[src/rtl/rtcsplit_recorder.sv]
// Split recorder for the BCD stopwatch: digit-serial BCD lap subtraction feeding a
// lap FIFO that the CPU drains through a Wishbone slave port.
module rtcsplit_recorder #(
  parameter int unsigned LGDEPTH = 4
) (
  input  logic        i_clk,
  input  logic        i_reset,
  input  logic [30:0] i_value,
  input  logic        i_running,
  input  logic        i_split,
  input  logic        i_sw_clear,
  input  logic        i_wb_cyc,
  input  logic        i_wb_stb,
  input  logic        i_wb_we,
  input  logic        i_wb_addr,
  input  logic [31:0] i_wb_data,
  output logic        o_wb_stall,
  output logic        o_wb_ack,
  output logic [31:0] o_wb_data,
  output logic        o_int
);

  localparam int unsigned DEPTH = 1 << LGDEPTH;
  localparam int unsigned PW    = LGDEPTH + 1;
  localparam logic [30:0] DIGIT_MASK = 31'h7F7F_7FFF;

  typedef enum logic [1:0] {S_IDLE, S_SUB, S_PUSH} state_t;

  state_t              state_q, state_d;
  logic [2:0]          d_q, d_d;
  logic                borrow_q, borrow_d;
  logic [31:0]         cur_q, cur_d;
  logic [31:0]         prev_q, prev_d;
  logic [31:0]         lap_q, lap_d;
  logic                clr_pend_q, clr_pend_d;
  logic                ovf_q, ovf_d;
  logic                missed_q, missed_d;
  logic [PW-1:0]       wr_ptr_q, wr_ptr_d;
  logic [PW-1:0]       rd_ptr_q, rd_ptr_d;
  logic                ack_q, ack_d;
  logic [31:0]         rdata_q, rdata_d;
  logic                int_q, int_d;
  logic [30:0]         mem_q [DEPTH];

  logic                wb_req, wr_ctrl, flush, clr_flags, zero_prev;
  logic                pop, push, push_ok, empty, full;
  logic [PW-1:0]       fill;
  logic [3:0]          cur_dig, prev_dig;
  logic [4:0]          diff, radix;
  logic                unused_c;

  function automatic logic [4:0] radix_of(input logic [2:0] d);
    case (d)
      3'd3, 3'd5: radix_of = 5'd6;
      3'd7:       radix_of = 5'd8;
      default:    radix_of = 5'd10;
    endcase
  endfunction

  assign o_wb_stall = 1'b0;
  assign o_wb_ack   = ack_q;
  assign o_wb_data  = rdata_q;
  assign o_int      = int_q;
  assign unused_c   = &{1'b0, i_wb_data[31:2], lap_q[31]};

  // Bus decode and FIFO occupancy
  assign wb_req    = i_wb_cyc & i_wb_stb;
  assign wr_ctrl   = wb_req & i_wb_we & ~i_wb_addr;
  assign flush     = wr_ctrl & i_wb_data[1];
  assign clr_flags = wr_ctrl & i_wb_data[0];
  assign zero_prev = i_sw_clear | flush;
  assign fill      = wr_ptr_q - rd_ptr_q;
  assign empty     = (fill == '0);
  assign full      = (fill == PW'(DEPTH));
  assign pop       = wb_req & ~i_wb_we & i_wb_addr & ~empty;

  assign cur_dig  = cur_q[{d_q, 2'b00} +: 4];
  assign prev_dig = prev_q[{d_q, 2'b00} +: 4];
  assign radix    = radix_of(d_q);
  assign diff     = {1'b0, cur_dig} - {1'b0, prev_dig} - 5'(borrow_q);

  // Lap FSM and status flags
  always_comb begin
    state_d    = state_q;
    d_d        = d_q;
    borrow_d   = borrow_q;
    cur_d      = cur_q;
    prev_d     = prev_q;
    lap_d      = lap_q;
    clr_pend_d = clr_pend_q;
    ovf_d      = ovf_q;
    missed_d   = missed_q;
    push       = 1'b0;

    if (clr_flags) begin
      ovf_d    = 1'b0;
      missed_d = 1'b0;
    end

    case (state_q)
      S_IDLE: begin
        if (zero_prev) prev_d = '0;
        if (i_split) begin
          cur_d      = {1'b0, i_value & DIGIT_MASK};
          d_d        = 3'd0;
          borrow_d   = 1'b0;
          lap_d      = '0;
          clr_pend_d = 1'b0;
          state_d    = S_SUB;
        end
      end
      S_SUB: begin
        if (zero_prev) clr_pend_d = 1'b1;
        if (i_split) missed_d = 1'b1;
        if (diff[4]) begin
          lap_d[{d_q, 2'b00} +: 4] = 4'(diff + radix);
          borrow_d = 1'b1;
        end else begin
          lap_d[{d_q, 2'b00} +: 4] = diff[3:0];
          borrow_d = 1'b0;
        end
        d_d = d_q + 3'd1;
        if (d_q == 3'd7) state_d = S_PUSH;
      end
      S_PUSH: begin
        if (i_split) missed_d = 1'b1;
        push    = ~flush;
        prev_d  = (clr_pend_q | zero_prev) ? '0 : cur_q;
        state_d = S_IDLE;
      end
      default: state_d = S_IDLE;
    endcase

    // A same-cycle pop frees a slot before the push is judged
    push_ok = push & (~full | pop);
    if (push & full & ~pop) ovf_d = 1'b1;
  end

  // FIFO pointers and registered bus response
  always_comb begin
    wr_ptr_d = wr_ptr_q;
    rd_ptr_d = rd_ptr_q;
    ack_d    = wb_req;
    rdata_d  = '0;
    int_d    = ~empty;

    if (flush) begin
      rd_ptr_d = wr_ptr_q;
    end else begin
      if (pop)     rd_ptr_d = rd_ptr_q + PW'(1);
      if (push_ok) wr_ptr_d = wr_ptr_q + PW'(1);
    end

    if (wb_req && !i_wb_we) begin
      if (i_wb_addr) begin
        if (!empty) rdata_d = {1'b1, mem_q[rd_ptr_q[LGDEPTH-1:0]]};
      end else begin
        rdata_d = {ovf_q, missed_q, i_running, 21'b0, 8'(fill)};
      end
    end
  end

  always_ff @(posedge i_clk) begin
    if (i_reset) begin
      state_q    <= S_IDLE;
      d_q        <= '0;
      borrow_q   <= 1'b0;
      cur_q      <= '0;
      prev_q     <= '0;
      lap_q      <= '0;
      clr_pend_q <= 1'b0;
      ovf_q      <= 1'b0;
      missed_q   <= 1'b0;
      wr_ptr_q   <= '0;
      rd_ptr_q   <= '0;
      ack_q      <= 1'b0;
      rdata_q    <= '0;
      int_q      <= 1'b0;
    end else begin
      state_q    <= state_d;
      d_q        <= d_d;
      borrow_q   <= borrow_d;
      cur_q      <= cur_d;
      prev_q     <= prev_d;
      lap_q      <= lap_d;
      clr_pend_q <= clr_pend_d;
      ovf_q      <= ovf_d;
      missed_q   <= missed_d;
      wr_ptr_q   <= wr_ptr_d;
      rd_ptr_q   <= rd_ptr_d;
      ack_q      <= ack_d;
      rdata_q    <= rdata_d;
      int_q      <= int_d;
    end
  end

  // Lap storage; contents need no reset since the pointers gate visibility
  always_ff @(posedge i_clk) begin
    if (!i_reset && push_ok) mem_q[wr_ptr_q[LGDEPTH-1:0]] <= lap_q[30:0];
  end

endmodule

[config.mk]
export PLATFORM = sky130hd
export DESIGN_NAME = rtcsplit_recorder
export DESIGN_NICKNAME = d
export VERILOG_FILES = /design/src/rtl/rtcsplit_recorder.sv
export SDC_FILE = /design/constraint.sdc
export NUM_CORES = 1
export LEC_CHECK = 0
export CAP_MARGIN = 0
export CORE_MARGIN = 2
export CORE_UTILIZATION = 60
export DETAILED_ROUTE_END_ITERATION = 16
export PLACE_DENSITY = 0.81
export SLEW_MARGIN = 30
export SYNTH_ARGS = -nofsm -noshare
export SYNTH_HDL_FRONTEND = slang
export SYNTH_SLANG_ARGS = --single-unit
[constraint.sdc]
create_clock -name i_clk -period 19.6 [get_ports i_clk]
set_input_delay 2.94 -clock i_clk [delete_from_list [all_inputs] [get_ports i_clk]]
set_output_delay 2.94 -clock i_clk [all_outputs]
set_load 0.02 [all_outputs]
Word level (Yosys, flattened, before mapping)
Memories as Yosys holds them, arrays and structs flattened. A register that Yosys moved wholly into a read port is not among the register bits.
Index checks and enable logic that the tools add are counted.

storage, ports and cells
  bits in registers = 146
  RAM bits = 496
  logic and storage cells = 113
  memories kept = 1

memories
  memory  words  width  read ports  clocked after Yosys merged registers in  wr ports  RTL line  RTL
  mem_q   16     31     1           1                                        1         43        logic [30:0] mem_q [DEPTH];

operators by class
  $add $sub $neg = 8
  eq/ne operators = 10
  shifts and indexed selects = 5
  mux-type cells = 33
  bitwise operators = 21
  reductions and logical operators = 20

operators with widths
  cell                      number
  $mux W32                  5
  $pmux W32 S2              2
  $bwmux W32                2
  $shiftx A32 B6 Y4         2
  $shiftx A4 B7 Y32         2
  $shift A4 B7 Y32 const A  1
  $mux W31                  1
  $and A1 B1 Y1             11
  $mux W1                   11
  $add A5 B1 Y5 const B     2
  $mux W5                   2
  $reduce_and A2 Y1         5
  $mux W4                   2
  $ne A2 B2 Y1 const B      4
  $pmux W4 S2               1
  $reduce_bool A2 Y1        4
  $neg A5 Y7                1
  $not A1 Y1                7
  $eq A3 B3 Y1 const B      2
  $pmux W3 S2               1
  $reduce_or A2 Y1          3
  $eq A5 B5 Y1 const B      1
  $logic_not A5 Y1          1
  $sub A4 B4 Y5             1
  other kinds (17)          23

Logic depth before layout (Yosys ltp)
  word-level depth = 10
  depth in mapped cells = 15

Least setup slack after synthesis
Ideal clock, no wire load.

  path kind = input-to-reg
  start point = input i_wb_stb
  end point = memory mem_q[12][0] (enable)
  setup time = 0.587 ns
  arrival time = 8.502 ns
  setup slack = 10.511 ns
  stages = 4
  cell sequence = and4b_1 nand2_1 nand2_1 a2111oi_0

between the ends
  longest elaborated chain between the ends = 10

RTL lines
  element                            RTL line  RTL
  start: declaration                 13        input logic i_wb_stb,
  $and A1 B1 Y1 (*)                  67        assign wb_req = i_wb_cyc & i_wb_stb;
  $and A1 B1 Y1 (2 in series)        68        assign wr_ctrl = wb_req & i_wb_we & ~i_wb_addr;
  $and A1 B1 Y1                      69        assign flush = wr_ctrl & i_wb_data[1];
  $not A1 Y1 (no source line)        --
  $mux W1                            100       case (state_q)
  $and A1 B1 Y1 (*)                  135       push_ok = push & (~full | pop);
  $logic_and A1 B1 Y1 (*)            199       if (!i_reset && push_ok) mem_q[wr_ptr_q[LGDEPTH-1:0]] <= lap_q[30:0];
  $mux W1 (*)                        199
  $mux W1 (not written as such) (*)  199
  end: declaration                   43

Mark *: on every way between the ends. The rest lies on a longest branch, timed or not.

Worst setup path in the final report
  start point = input i_wb_addr
  end point = memory mem_q[13][20] (enable)

between the ends
  longest elaborated chain between the ends = 9

RTL lines
  element                            RTL line  RTL
  start: declaration                 15        input logic i_wb_addr,
  $not A1 Y1 (no source line)        --
  $and A1 B1 Y1                      68
  $and A1 B1 Y1                      69
  $not A1 Y1 (no source line)        --
  $mux W1                            100
  $and A1 B1 Y1 (*)                  135
  $logic_and A1 B1 Y1 (*)            199
  $mux W1 (*)                        199
  $mux W1 (not written as such) (*)  199

Marked as above.

==> run metrics <==
clock transition at the registers of the reported paths 60 ps; Slew headroom 0.323; Worst Setup EP mem_q[13][20]; Worst EP arrival 6040 ps; CTS Buffer Depth 3; Clock Latency Late Sink about 620 ps; fin crit share 0.295; multi-input logic area 7090 um^2; Startpoint Class input port; r2r setup slk roughly 15000 ps; WL per Instance 26.9 um; Post-DP HPWL 29100 um; Worst VDD drop 0.0739 mV; Ports 107; root buffer cell clkbuf_16; final hold viol count 0; all-layer global routing usage 0.265; first-pass GRT wire length 85400 um; pin count of the biggest net entering global routing 101; Setup Fix Bufs, Post-CTS 0; post-synthesis sequential area ratio 0.706; most frequent cells in the layout edfxtp_1 (496), mux4_2 (166), dfxtp_1 (142); area delta synth->final 13.0%; H-tree levels 2; EDFF count, synth roughly 500; Pre-Repair DR Iteration Count 5; setup_tns 0 ps; family with the most delay on the worst path simple AND/OR/NAND/NOR gates; Crit Path Category in2reg; PD cells 95.0 nW/um^2; Util after Layout 0.683; Least-Margin Pin Slew 1010 ps; synthesized cell area 25200 um^2; FMAX 173 MHz; Synth cell types 62; CP max stage cell and4_2; initial antenna violation count 0; post_cts resized 0; commonest non-fill, non-tap cell in the layout edfxtp_1; vias in the first global route 13900; area occupied by registers 17800 um^2; syn avg cell area 17.4 um^2; CP most frequent cell nand2_1; HP Class reg2reg; Stages on worst setup path 7; port bufs 73; RD Place Congestion between 0.8 and 0.9; via/cell ratio about 6.5; DIE AREA 43700 um^2; Setup Skew 21.8 ps; Core Area 41800 um^2; Lkg Pwr between 0.008 and 0.009 uW; Routed WL 56800 um; grt total ovfl 0; Worst path max stage delay 640 ps; post-route ant nets 0; Post-synth ARST share 0; Synth Net Count 1550; Period minus WS final 5780 ps; Max-Cap Viols 0; cells after synthesis 1450; diode count 0; die width 209 um; nets@finish 1624; Worst R2R Start d_q[0]; critical path peak fanout 20; row cnt 75; r2r worst-path depth 13; endpoint type of the worst setup path flop; Die Y 209 um; Vias roughly 14000; TritonCTS clock tree yes; share of layout cells above drive strength 1 0.198; reg-to-reg critical path endpoint lap_q[15]; RSZ-0062 raised after global routing false; Most used DFF post-synth edfxtp_1; yosys warns 0; Slew Viols, Final 0; # setup viols final 0; Critical Path RT between 15000 and 20000 ps; worst path bufs/invs 2; DRC viols 0; FF+latch count, synth 642; fillers ~2600; starting density of the core 0.604; Iter 0 DRT Violations around 1500; # clock sinks roughly 640; crit path cell chain clkdlybuf4s50_1 > and4b_1 > nand2_1 > nand2_1 > a21oi_4 > and4_2 > buf_4; total CTS buffers between 50 and 60; Worst Setup SP i_wb_addr; CTS hold repair buffers 0; outcome finished clean
-- synth_stat cells, types with 4 or more instances --
cell type / instances / share of area
o21ai_0: 13 / 0.0026
a21oi_1: 75 / 0.015
buf_1: 11 / 0.0016
buf_2: 16 / 0.0032
and3_1: 7 / 0.0017
nor2b_1: 38 / 0.0094
and4b_1: 7 / 0.0028
mux2i_1: 9 / 0.0036
nand2b_1: 13 / 0.0032
mux4_2: 166 / 0.15
o22ai_1: 4 / 0.00099
edfxtp_1: 496 / 0.59
nor2_1: 67 / 0.010
nand3b_1: 12 / 0.0036
dfxtp_1: 146 / 0.12
ha_1: 24 / 0.012
fa_1: 4 / 0.0032
inv_1: 19 / 0.0028
nor3_1: 10 / 0.0020
clkbuf_1: 49 / 0.0073
nand2_1: 108 / 0.016
a31oi_1: 9 / 0.0022
and4_1: 4 / 0.0014
o31ai_1: 5 / 0.0015
nand3_1: 47 / 0.0093
and2_1: 5 / 0.0012
a21o_1: 4 / 0.0012
a22oi_1: 19 / 0.0057
-- layout make-up --
cell class                      count  share of cell area
Clock buffer                       75              0.0567
Timing Repair Buffer               94              0.0316
Tap cell                          539              0.0237
Multi-Input combinational cell    708               0.249
Clock inverter                     34              0.0112
Inverter                           20             0.00263
Sequential cell                   642               0.625
-- worst min path at each step --
stage,startpoint,end,slack (ps),depth (start not counted)
5_1_grt,prev_q[11],prev_q[11],480,2
4_1_cts,prev_q[11],prev_q[11],450,2
2_1_floorplan,ovf_q,o_wb_data[31],420,2
6_report,prev_q[11],prev_q[11],450,2
3_5_place_dp,prev_q[11],prev_q[11],440,2
3_3_place_gp,prev_q[26],prev_q[26],440,2
-- worst reg2reg max path, stage by stage, from the launching register on --
cell and delay (ps):
dfxtp_1 310, buf_4 320, mux4_2 570, nand2_1 90, nand2_1 80, fa_1 440, fa_1 500, ha_1 230
fa_1 440, or3_1 370, o211ai_1 110, xor2_1 100, xnor2_1 810, o21ai_0 220
-- report_power, final --
part | switching, uW | internal, uW | leakage (uW) | total (uW)
sequential | 8.82 | 1450 | 0.00585 | 1460
clock | 497 | 649 | 0.000950 | 1150
combinational | 59.3 | 43.6 | 0.00217 | 103
total | 565 | 2140 | 0.00898 | 2710
-- kinds of logic after synthesis --
kind of cell               Yosys count  share of synthesized area
and+or+nand+nor                    335                     0.0659
muxes                              180                      0.154
adders and majority gates           28                     0.0151
AOI/OAI and AO/OA                  158                     0.0400
DFF                                642                      0.706
other                                1                   0.000149
xor gates and xnor gates             6                    0.00208
buffers and inverters              100                     0.0164
-- through the flow --
stage | hold slack (ps) | std cells | setup WS [ps] | power [uW] | area, um^2
floorplan | 422 | 1450 | 10510 | 1560 | 25200
global placement | 436 | 2003 | 13410 | 1590 | 26500
detailed placement | 443 | 2003 | 13220 | 1590 | 26500
CTS | 454 | 2112 | 13870 | 2720 | 28500
global route | 480 | 2112 | 13760 | 2770 | 28500
finish | 452 | 2112 | 13820 | 2710 | 28500
-- layer usage --
metal  vias up  global-route usage  part of all wire
met5         -                   0                 0
met4         0               0.102             0.033
met3       118              0.0373             0.077
met2       674               0.447              0.51
met1      7033               0.354              0.38
li1       5878                   -                 -
-- flip-flops by register name, indices dropped and copies added (netlist names), named ones only --
signal / flops
d_q: 3
o_int: 1
rd_ptr_q: 5
borrow_q: 1
ovf_q: 1
wr_ptr_q: 5
lap_q: 31
missed_q: 1
mem_q: 496
o_wb_ack: 1
state_q: 2
prev_q: 29
cur_q: 29
clr_pend_q: 1
o_wb_data: 32
Note: power is estimated with default switching activity, not from simulation.
